[config.mk]
export PLATFORM = sky130hd
export DESIGN_NAME = uart_bus_bridge
export DESIGN_NICKNAME = d
export VERILOG_FILES = /design/src/rtl/uart_bus_bridge.sv
export SDC_FILE = /design/constraint.sdc
export NUM_CORES = 1
export LEC_CHECK = 0
export CAP_MARGIN = 20
export CORE_ASPECT_RATIO = 0.8
export CORE_MARGIN = 2
export CORE_UTILIZATION = 45
export DETAILED_ROUTE_END_ITERATION = 16
export HOLD_SLACK_MARGIN = 0.12
export MAX_ROUTING_LAYER = met4
export PLACE_DENSITY = 0.73
export RECOVER_POWER = 100
export SETUP_SLACK_MARGIN = 0.3
export SLEW_MARGIN = 15
export SYNTH_ARGS = -nofsm -noshare
export SYNTH_HDL_FRONTEND = slang
export SYNTH_SLANG_ARGS = --single-unit
[constraint.sdc]
create_clock -name clk_i -period 2.9 [get_ports clk_i]
set_clock_uncertainty 0.15 [all_clocks]
set_input_delay 0.58 -clock clk_i [delete_from_list [all_inputs] [get_ports clk_i]]
set_output_delay 0.58 -clock clk_i [all_outputs]
set_load 0.02 [all_outputs]
[src/rtl/uart_bus_bridge.sv]
// UART (8N1) command bridge that issues single 32-bit bus reads/writes for a host debugger.
// Latency: last RX byte -> busreq_o 1 cycle; grant -> access next cycle; access -> TX start 2 cycles.
// Backpressure: waits indefinitely for gnt_i; RX bytes arriving during REQ/ACCESS/RESP are dropped.
module uart_bus_bridge #(
    parameter int CLKS_PER_BIT   = 87,
    parameter int TIMEOUT_CYCLES = 1_000_000
) (
    input  logic        clk_i,
    input  logic        rst_i,
    input  logic        rx_i,
    output logic        tx_o,
    output logic        busreq_o,
    input  logic        gnt_i,
    output logic [31:0] addr_o,
    output logic [31:0] data_o,
    output logic        we_o,
    input  logic [31:0] data_i,
    output logic        busy_o,
    output logic        frame_err_o
);

    localparam int CW = $clog2(CLKS_PER_BIT + 1);
    localparam int TW = $clog2(TIMEOUT_CYCLES + 1);
    localparam logic [CW-1:0] BIT_LAST  = CW'(CLKS_PER_BIT - 1);
    localparam logic [CW-1:0] HALF_LAST = CW'(CLKS_PER_BIT / 2 - 1);
    localparam logic [TW-1:0] TO_LAST   = TW'(TIMEOUT_CYCLES - 1);

    localparam logic [7:0] OPC_WR   = 8'h57;
    localparam logic [7:0] OPC_RD   = 8'h52;
    localparam logic [7:0] RESP_ACK = 8'h4B;
    localparam logic [7:0] RESP_BAD = 8'h3F;

    // ------------------------------------------------------------------
    // Receiver
    // ------------------------------------------------------------------
    typedef enum logic [1:0] {RX_IDLE, RX_START, RX_DATA, RX_STOP} rx_state_t;

    rx_state_t     rx_state;
    logic          rx_s1, rx_s2, rx_prev;
    logic [CW-1:0] rx_cnt;
    logic [2:0]    rx_bit;
    logic [7:0]    rx_sr;
    logic          rx_vld;

    always_ff @(posedge clk_i) begin
        if (rst_i) begin
            rx_s1       <= 1'b1;
            rx_s2       <= 1'b1;
            rx_prev     <= 1'b1;
            rx_state    <= RX_IDLE;
            rx_cnt      <= '0;
            rx_bit      <= '0;
            rx_sr       <= '0;
            rx_vld      <= 1'b0;
            frame_err_o <= 1'b0;
        end else begin
            rx_s1       <= rx_i;
            rx_s2       <= rx_s1;
            rx_prev     <= rx_s2;
            rx_vld      <= 1'b0;
            frame_err_o <= 1'b0;
            case (rx_state)
                RX_IDLE: begin
                    if (rx_prev && !rx_s2) begin
                        rx_state <= RX_START;
                        rx_cnt   <= '0;
                    end
                end
                RX_START: begin
                    // A start bit that is high again at half-bit was a glitch.
                    if (rx_cnt == HALF_LAST) begin
                        rx_cnt   <= '0;
                        rx_bit   <= '0;
                        rx_state <= rx_s2 ? RX_IDLE : RX_DATA;
                    end else begin
                        rx_cnt <= rx_cnt + 1'b1;
                    end
                end
                RX_DATA: begin
                    if (rx_cnt == BIT_LAST) begin
                        rx_cnt <= '0;
                        rx_sr  <= {rx_s2, rx_sr[7:1]};
                        rx_bit <= rx_bit + 3'd1;
                        if (rx_bit == 3'd7) rx_state <= RX_STOP;
                    end else begin
                        rx_cnt <= rx_cnt + 1'b1;
                    end
                end
                RX_STOP: begin
                    if (rx_cnt == BIT_LAST) begin
                        rx_cnt   <= '0;
                        rx_state <= RX_IDLE;
                        if (rx_s2) rx_vld      <= 1'b1;
                        else       frame_err_o <= 1'b1;
                    end else begin
                        rx_cnt <= rx_cnt + 1'b1;
                    end
                end
                default: rx_state <= RX_IDLE;
            endcase
        end
    end

    // ------------------------------------------------------------------
    // Transmitter
    // ------------------------------------------------------------------
    logic          tx_busy;
    logic [CW-1:0] tx_cnt;
    logic [3:0]    tx_bit;
    logic [8:0]    tx_sr;
    logic          tx_rdy;
    logic          tx_vld;
    logic [7:0]    tx_dat;

    // Ready during the last stop-bit cycle too, so queued bytes go out with no idle gap.
    assign tx_rdy = !tx_busy || (tx_bit == 4'd9 && tx_cnt == BIT_LAST);

    always_ff @(posedge clk_i) begin
        if (rst_i) begin
            tx_o    <= 1'b1;
            tx_busy <= 1'b0;
            tx_cnt  <= '0;
            tx_bit  <= '0;
            tx_sr   <= '1;
        end else if (tx_vld && tx_rdy) begin
            tx_o    <= 1'b0;
            tx_sr   <= {1'b1, tx_dat};
            tx_busy <= 1'b1;
            tx_cnt  <= '0;
            tx_bit  <= '0;
        end else if (tx_busy) begin
            if (tx_cnt == BIT_LAST) begin
                tx_cnt <= '0;
                if (tx_bit == 4'd9) begin
                    tx_busy <= 1'b0;
                    tx_o    <= 1'b1;
                end else begin
                    tx_o   <= tx_sr[0];
                    tx_sr  <= {1'b1, tx_sr[8:1]};
                    tx_bit <= tx_bit + 4'd1;
                end
            end else begin
                tx_cnt <= tx_cnt + 1'b1;
            end
        end
    end

    // ------------------------------------------------------------------
    // Command FSM
    // ------------------------------------------------------------------
    typedef enum logic [2:0] {
        S_IDLE, S_OPC, S_ADDR, S_DATA, S_REQ, S_ACCESS, S_RESP
    } state_t;

    state_t        state;
    logic [7:0]    opc;
    logic          is_wr;
    logic [1:0]    byte_cnt;
    logic [31:0]   addr_sr;
    logic [31:0]   data_sr;
    logic [TW-1:0] to_cnt;
    logic [31:0]   resp_sr;
    logic [2:0]    resp_left;

    assign tx_vld = (state == S_RESP) && (resp_left != 3'd0);
    assign tx_dat = resp_sr[31:24];

    always_ff @(posedge clk_i) begin
        if (rst_i) begin
            state     <= S_IDLE;
            opc       <= '0;
            is_wr     <= 1'b0;
            byte_cnt  <= '0;
            addr_sr   <= '0;
            data_sr   <= '0;
            to_cnt    <= '0;
            resp_sr   <= '0;
            resp_left <= '0;
            busreq_o  <= 1'b0;
            addr_o    <= '0;
            data_o    <= '0;
            we_o      <= 1'b0;
            busy_o    <= 1'b0;
        end else begin
            we_o <= 1'b0;
            case (state)
                S_IDLE: begin
                    if (rx_vld) begin
                        opc    <= rx_sr;
                        busy_o <= 1'b1;
                        state  <= S_OPC;
                    end
                end
                S_OPC: begin
                    byte_cnt <= '0;
                    to_cnt   <= '0;
                    if (opc == OPC_WR || opc == OPC_RD) begin
                        is_wr <= (opc == OPC_WR);
                        state <= S_ADDR;
                    end else begin
                        resp_sr   <= {RESP_BAD, 24'h0};
                        resp_left <= 3'd1;
                        state     <= S_RESP;
                    end
                end
                S_ADDR: begin
                    if (frame_err_o) begin
                        state  <= S_IDLE;
                        busy_o <= 1'b0;
                    end else if (rx_vld) begin
                        addr_sr  <= {addr_sr[23:0], rx_sr};
                        to_cnt   <= '0;
                        byte_cnt <= byte_cnt + 2'd1;
                        if (byte_cnt == 2'd3) begin
                            if (is_wr) begin
                                state <= S_DATA;
                            end else begin
                                state    <= S_REQ;
                                busreq_o <= 1'b1;
                                addr_o   <= {addr_sr[23:0], rx_sr};
                            end
                        end
                    end else if (to_cnt == TO_LAST) begin
                        state  <= S_IDLE;
                        busy_o <= 1'b0;
                    end else begin
                        to_cnt <= to_cnt + 1'b1;
                    end
                end
                S_DATA: begin
                    if (frame_err_o) begin
                        state  <= S_IDLE;
                        busy_o <= 1'b0;
                    end else if (rx_vld) begin
                        data_sr  <= {data_sr[23:0], rx_sr};
                        to_cnt   <= '0;
                        byte_cnt <= byte_cnt + 2'd1;
                        if (byte_cnt == 2'd3) begin
                            state    <= S_REQ;
                            busreq_o <= 1'b1;
                            addr_o   <= addr_sr;
                            data_o   <= {data_sr[23:0], rx_sr};
                        end
                    end else if (to_cnt == TO_LAST) begin
                        state  <= S_IDLE;
                        busy_o <= 1'b0;
                    end else begin
                        to_cnt <= to_cnt + 1'b1;
                    end
                end
                S_REQ: begin
                    if (gnt_i) begin
                        state <= S_ACCESS;
                        we_o  <= is_wr;
                    end
                end
                S_ACCESS: begin
                    busreq_o <= 1'b0;
                    state    <= S_RESP;
                    if (is_wr) begin
                        resp_sr   <= {RESP_ACK, 24'h0};
                        resp_left <= 3'd1;
                    end else begin
                        resp_sr   <= data_i;
                        resp_left <= 3'd4;
                    end
                end
                S_RESP: begin
                    if (tx_vld && tx_rdy) begin
                        resp_sr   <= {resp_sr[23:0], 8'h0};
                        resp_left <= resp_left - 3'd1;
                    end else if (resp_left == 3'd0 && !tx_busy) begin
                        state  <= S_IDLE;
                        busy_o <= 1'b0;
                    end
                end
                default: state <= S_IDLE;
            endcase
        end
    end

endmodule

**Yosys cells after proc, flatten, opt, wreduce, memory -nomap -nowiden**

Index checks and enable logic that the tools add are counted.
W data, S select, Z words.

- Magnitude comparators: 0
- Multiply operators: 0
- Bitwise operators: 6
- Shifts and indexed selects: 0
- Reductions and logical operators: 44
- Divide/modulo/power cells: 0
- Equality and inequality tests: 44
- $add $sub $neg: 7
- Muxes and demuxes: 81

Operators by type and width:

| kind | count |
|---|---|
| $mux W32 | 10 |
| $pmux W32 S3 | 1 |
| $pmux W32 S2 | 1 |
| $mux W20 | 3 |
| $mux W3 | 18 |
| $pmux W20 S2 | 1 |
| $ne A2 B2 Y1 const B | 17 |
| $mux W8 | 4 |
| $mux W7 | 4 |
| $reduce_and A3 Y1 | 8 |
| $mux W1 | 23 |
| $pmux W3 S7 | 1 |
| $pmux W7 S3 | 1 |
| $add A20 B1 Y20 const B | 1 |
| $eq A20 B20 Y1 const B | 1 |
| $eq A8 B7 Y1 const B | 2 |
| $mux W2 | 8 |
| $reduce_and A8 Y1 | 2 |
| $add A7 B1 Y7 const B | 2 |
| $eq A7 B7 Y1 const B | 2 |
| $eq A3 B3 Y1 const B | 4 |
| $reduce_and A6 Y1 | 2 |
| $reduce_bool A3 Y1 | 4 |
| $reduce_bool A2 Y1 | 5 |
| 30 further kinds | 57 |

- Word-level logic and storage cells: 210
- Latch bits: 0
- Input port bits: 36
- Memory bits (writable): 0
- Memory bits (read-only): 0
- Memories: 0
- Bits in registers: 238

**Longest topological paths before layout**

- Depth in word-level cells: 6
- Depth in mapped cells: 9
- Gate-level depth less buffers: 8

**Least setup slack after synthesis**

OpenSTA, ideal clock, no wires.

- Path kind: register to register
- Start point: register resp_left[0]
- End point: register resp_sr[17]
- Arrival: 1.979 ns
- Setup time: 0.141 ns
- Clock period less this slack: 2.269 ns
- Data required time: 2.609 ns
- Slack: 0.631 ns
- Cell stages (with the launch flop): 10
- Cells stage by stage: dfxtp_1 inv_1 ha_1 ha_1 nand4bb_2 nor4_4 o21ai_4 buf_6 a221oi_1 nor3_2

- Longest elaborated chain between the ends: 5

Ends and longest elaborated chain:

| element | line | RTL |
|---|---|---|
| from (decl) | 163 | `logic [2:0] resp_left;` |
| from (signal assigned) | 271 | `resp_left <= resp_left - 3'd1;` |
| $reduce_bool A3 Y1 | 165 | `assign tx_vld = (state == S_RESP) && (resp_left != 3'd0);` |
| $logic_and A1 B1 Y1 | 165 |  |
| $logic_and A1 B1 Y1 | 269 | `if (tx_vld && tx_rdy) begin` |
| $ne A2 B1 Y1 (no line) | n/a |  |
| $reduce_and A3 Y1 (no line) | n/a |  |
| to (signal assigned) | 261 | `resp_sr <= {RESP_ACK, 24'h0};` |
| to (signal assigned) | 264 | `resp_sr <= data_i;` |
| to (signal assigned) | 270 | `resp_sr <= {resp_sr[23:0], 8'h0};` |
| to (decl) | 162 | `logic [31:0] resp_sr;` |

Every way passes these cells.
A chain may end at the register's enable or synchronous reset.

**Final worst setup path**

- Start point: register to_cnt[0]
- End point: register to_cnt[8]

- Longest elaborated chain between the ends: 5
- Elaborated cells between the ends (all ways): 8
- Classes of those cells: 1 x add/sub; 2 x eq/ne; 4 x mux; 1 x reduce/logical

Ends and longest elaborated chain:

| element | line | RTL |
|---|---|---|
| from (decl) | 161 | `logic [TW-1:0] to_cnt;` |
| from (signal assigned) | 227 | `to_cnt <= to_cnt + 1'b1;` |
| from (signal assigned) | 248 | `to_cnt <= to_cnt + 1'b1;` |
| $add A20 B1 Y20 | 227, 248 |  |
| $mux W20 | 223, 244 |  |
| $mux W20 | 234 | `end else if (rx_vld) begin` |
| $mux W20 | 231 | `if (frame_err_o) begin` |
| $pmux W20 S2 | 186 | `case (state)` |

Parallel ways exist; a longest one is shown, timed or not. The select of a mux whose other input is x is not followed.

==> reports/qor.txt <==
Final setup fails: 0
Cell area after synthesis: 10000 µm²
# nets final: 1329
Most frequent cell after synthesis: nand2_1
Residual DRC: 0
Met3 WL post-DR: 1180 µm
CP Capture Type: flop
Register Area: 4760 µm²
Sw Share: 28.1%
Worst Hold Class: flop to flop
DP Wirelength: 15200 µm
Peak Freq: 393 MHz
Vias: 8807
# clock sinks: 238
IO Count: 105
First-pass GRT wire length: 39100 µm
Std cell rows: 48
Max layer used: met4
Endpoints failing hold: 0
P&R area growth vs syn: 20.8%
Congestion Overflow GR: 0
CP Launch Type: flop
Drt pass-1 iters: 5
Fin cells: 1598
Worst Path Max Fanout: 6
Sequential share of power: 44.4%
Initial Utilization: 46.1%
Top_reg_cell synth: dfxtp_1
Hold_ws: 0.261 ns
# diodes: 0
Crit share post-route: 87.8%
Fin util: 55.7%
Hold Path Depth: 1
Initial DRC Count: 767
Clk Tree Root Cell: clkbuf_16
IO Port Bufs: 104
Largest net degree at the start of global routing: 70
Fillers: 2049
Global placer's final weighted congestion: 0.869
Syn avg cell area: 8.32 µm²
Worst reg2reg setup slack: 0.35 ns
Synth warnings: 0
Mapped Cells: 1206
Post-synth ARST share: 0%
Max stage delay on crit path: 0.62 ns
Core area: 21700 µm²
H-tree depth: 1
Worst Hold End: rx_s2
CP top delay family: compound AO/OA/AOI/OAI gates
WL final: 24200 µm
ANT nets after route: 0
P_int: 5.72 mW
Synth top area cells: dfxtp_1 47%, nand2_1 9.6%, a21oi_1 6.0%
Area of the multi-input gates: 4860 µm²
PwrDens: 657 nW/µm²
Critical path class: flop to flop
CP Data Arrival Time: 2.84 ns
Post-synth top area cell: dfxtp_1
Comb pwr share: 15.6%
Register area share after synthesis: 47.5%
CTS tree: built
Min Tclk post-route: 2.55 ns
Die area: 23500 µm²
CTS buffer count: 24
WP data required: 3.19 ns
Vias in the first global route: 7996
Number of synthesized flops with an enable pin: 0
Max-cap violations: 0
Clk buf depth: 3
Clock power share: 40.1%
Leak Pwr: 4.19 nW
Dpl cells: 1552
Status: finished clean
R2R Path End: to_cnt[8]
Syn Nets: 1254
Synth top area share: 47.5%
Count of different cell masters after synthesis: 72
Critical Path Most Common Cell: o21ai_0
Critical hold path startpoint: rx_s1
Routed length on met2: 10600 µm
Total power: 7.96 mW
Worst R2R Path Depth: 6
Critical path depth: 6
WP buf/inv: 0
Rel. slew slack: 8.53%
Slowest library cell on the worst path: o21ai_0
RSZ-0062 raised after global routing: false
TNS Setup: 0 ns
Worst slew pin tran: 1.35 ns
GRT Util Overall: 20.4%
Top cells by count, synth: 257 x nand2_1, 238 x dfxtp_1, 125 x nor2_1
Antenna violations before repair: 0
FF-to-FF Start: to_cnt[0]
Chip Height: 138 µm
Critical path, cell by cell: ha_1, and3_1, nand4_1, o21ai_0, o21ai_0, a21oi_1
Metal-1 WL: 12000 µm
Fin. max-slew vios: 0
CTS clk-pin slew, worst paths: 0.06 ns
Wire per inst: 15.1 µm
Switching power: 2.24 mW
Layout cell share with drive strength beyond 1: 7.78%
Die W: 171 µm
DR vias/cell: 5.51
Skew-Pair Late Insertion Delay: 0.51 ns
Synthesis-stage register bit count: 238
Maximum vdd drop: 0.000416 V
==> worst max-delay path by stage <==
stage | from | to | slack (ns)
final | to_cnt[0] | to_cnt[8] | 0.35
after global routing | state[0] | opc[1] | 0.18
after CTS | resp_left[0] | resp_sr[12] | 0.27
after detailed placement | resp_left[0] | resp_sr[27] | 0.26
after global placement | resp_left[0] | resp_sr[27] | 0.35
after floorplan | resp_left[0] | resp_sr[17] | 0.63
==> through the flow <==
stage	setup slack, ns	instance area, µm²
6_report	0.353	12100
5_1_grt	0.177	12100
4_1_cts	0.268	12100
3_5_place_dp	0.258	11300
3_3_place_gp	0.347	11300
2_1_floorplan	0.631	10000
==> cell type report <==
class,count,share of cell area [%]
Tap cell,300,3.10
Sequential cell,238,39.3
Clock inverter,15,1.39
Clock buffer,28,5.34
Multi-Input combinational cell,868,40.2
Timing Repair Buffer,129,10.1
Inverter,20,0.620
==> kinds of logic (layout without fill, tap and decap cells) <==
logic type               after synthesis  in the layout  synth area share [%]
flip-flops                           238            238                  47.5
adder cells (fa/ha/maj)               12             12                  1.50
AND/OR/NAND/NOR                      549            549                  25.6
multiplexers                          15             15                  1.53
AO/OA/AOI/OAI                        273            275                  17.9
buffers and inverters                102            192                  4.43
XOR/XNOR                              17             17                  1.48
==> what timing repair did <==
item,in CTS,in global routing
endpoints found under the hold margin,0,0
setup buffers,0,1
hold buffers,0,0
setup endpoints to repair,4,39
cloned,0,2
gates resized for setup,1,10
pin swaps,0,3
==> registers in the layout, summed over array words and instances, names as in the netlist, 8 cells and up, named ones only <==
name	count
addr_o	32
addr_sr	32
data_o	32
data_sr	24
opc	8
resp_sr	32
rx_sr	8
to_cnt	20
tx_sr	8
==> placed cells by master (no fill, tap or decap), types with 14 or more instances in the layout <==
master / netlist / routed
dfxtp_1: 238 / 238
clkbuf_16: 0 / 25
nand2_1: 257 / 257
a22oi_1: 14 / 14
nand2b_1: 14 / 14
nor3_2: 16 / 15
nor2_1: 125 / 124
nand3_1: 54 / 54
a311oi_1: 37 / 37
inv_1: 20 / 20
dlygate4sd3_1: 0 / 69
a221oi_1: 17 / 15
o21ai_0: 17 / 16
buf_4: 2 / 18
clkdlybuf4s50_1: 0 / 34
a21oi_1: 120 / 120
==> per-layer routing <==
| layer | up-vias | track usage [%] |
|---|---|---|
| met4 | 0 | 4.05 |
| met3 | 31 | 2.87 |
| met5 | - | - |
| met1 | 4163 | 29.0 |
| li1 | 4383 | - |
| met2 | 230 | 31.2 |
==> worst register-to-register path, delay by kind of cell (launching register included) <==
kind,cells,cell delay (ns)
AOI/OAI and AO/OA,3,1.16
adders and majority gates,1,0.24
and+or+nand+nor,2,0.52
DFF,1,0.41
==> power by group through the flow <==
stage               clock (mW)  sequential (mW)  combinational (mW)
floorplan                    0             3.54               0.947
global placement             0             3.60                1.16
detailed placement           0             3.60                1.19
CTS                       3.24             3.52                1.20
global route              3.37             3.55                1.35
finish                    3.19             3.53                1.24
No activity file was read; power rests on OpenSTA's default activity.
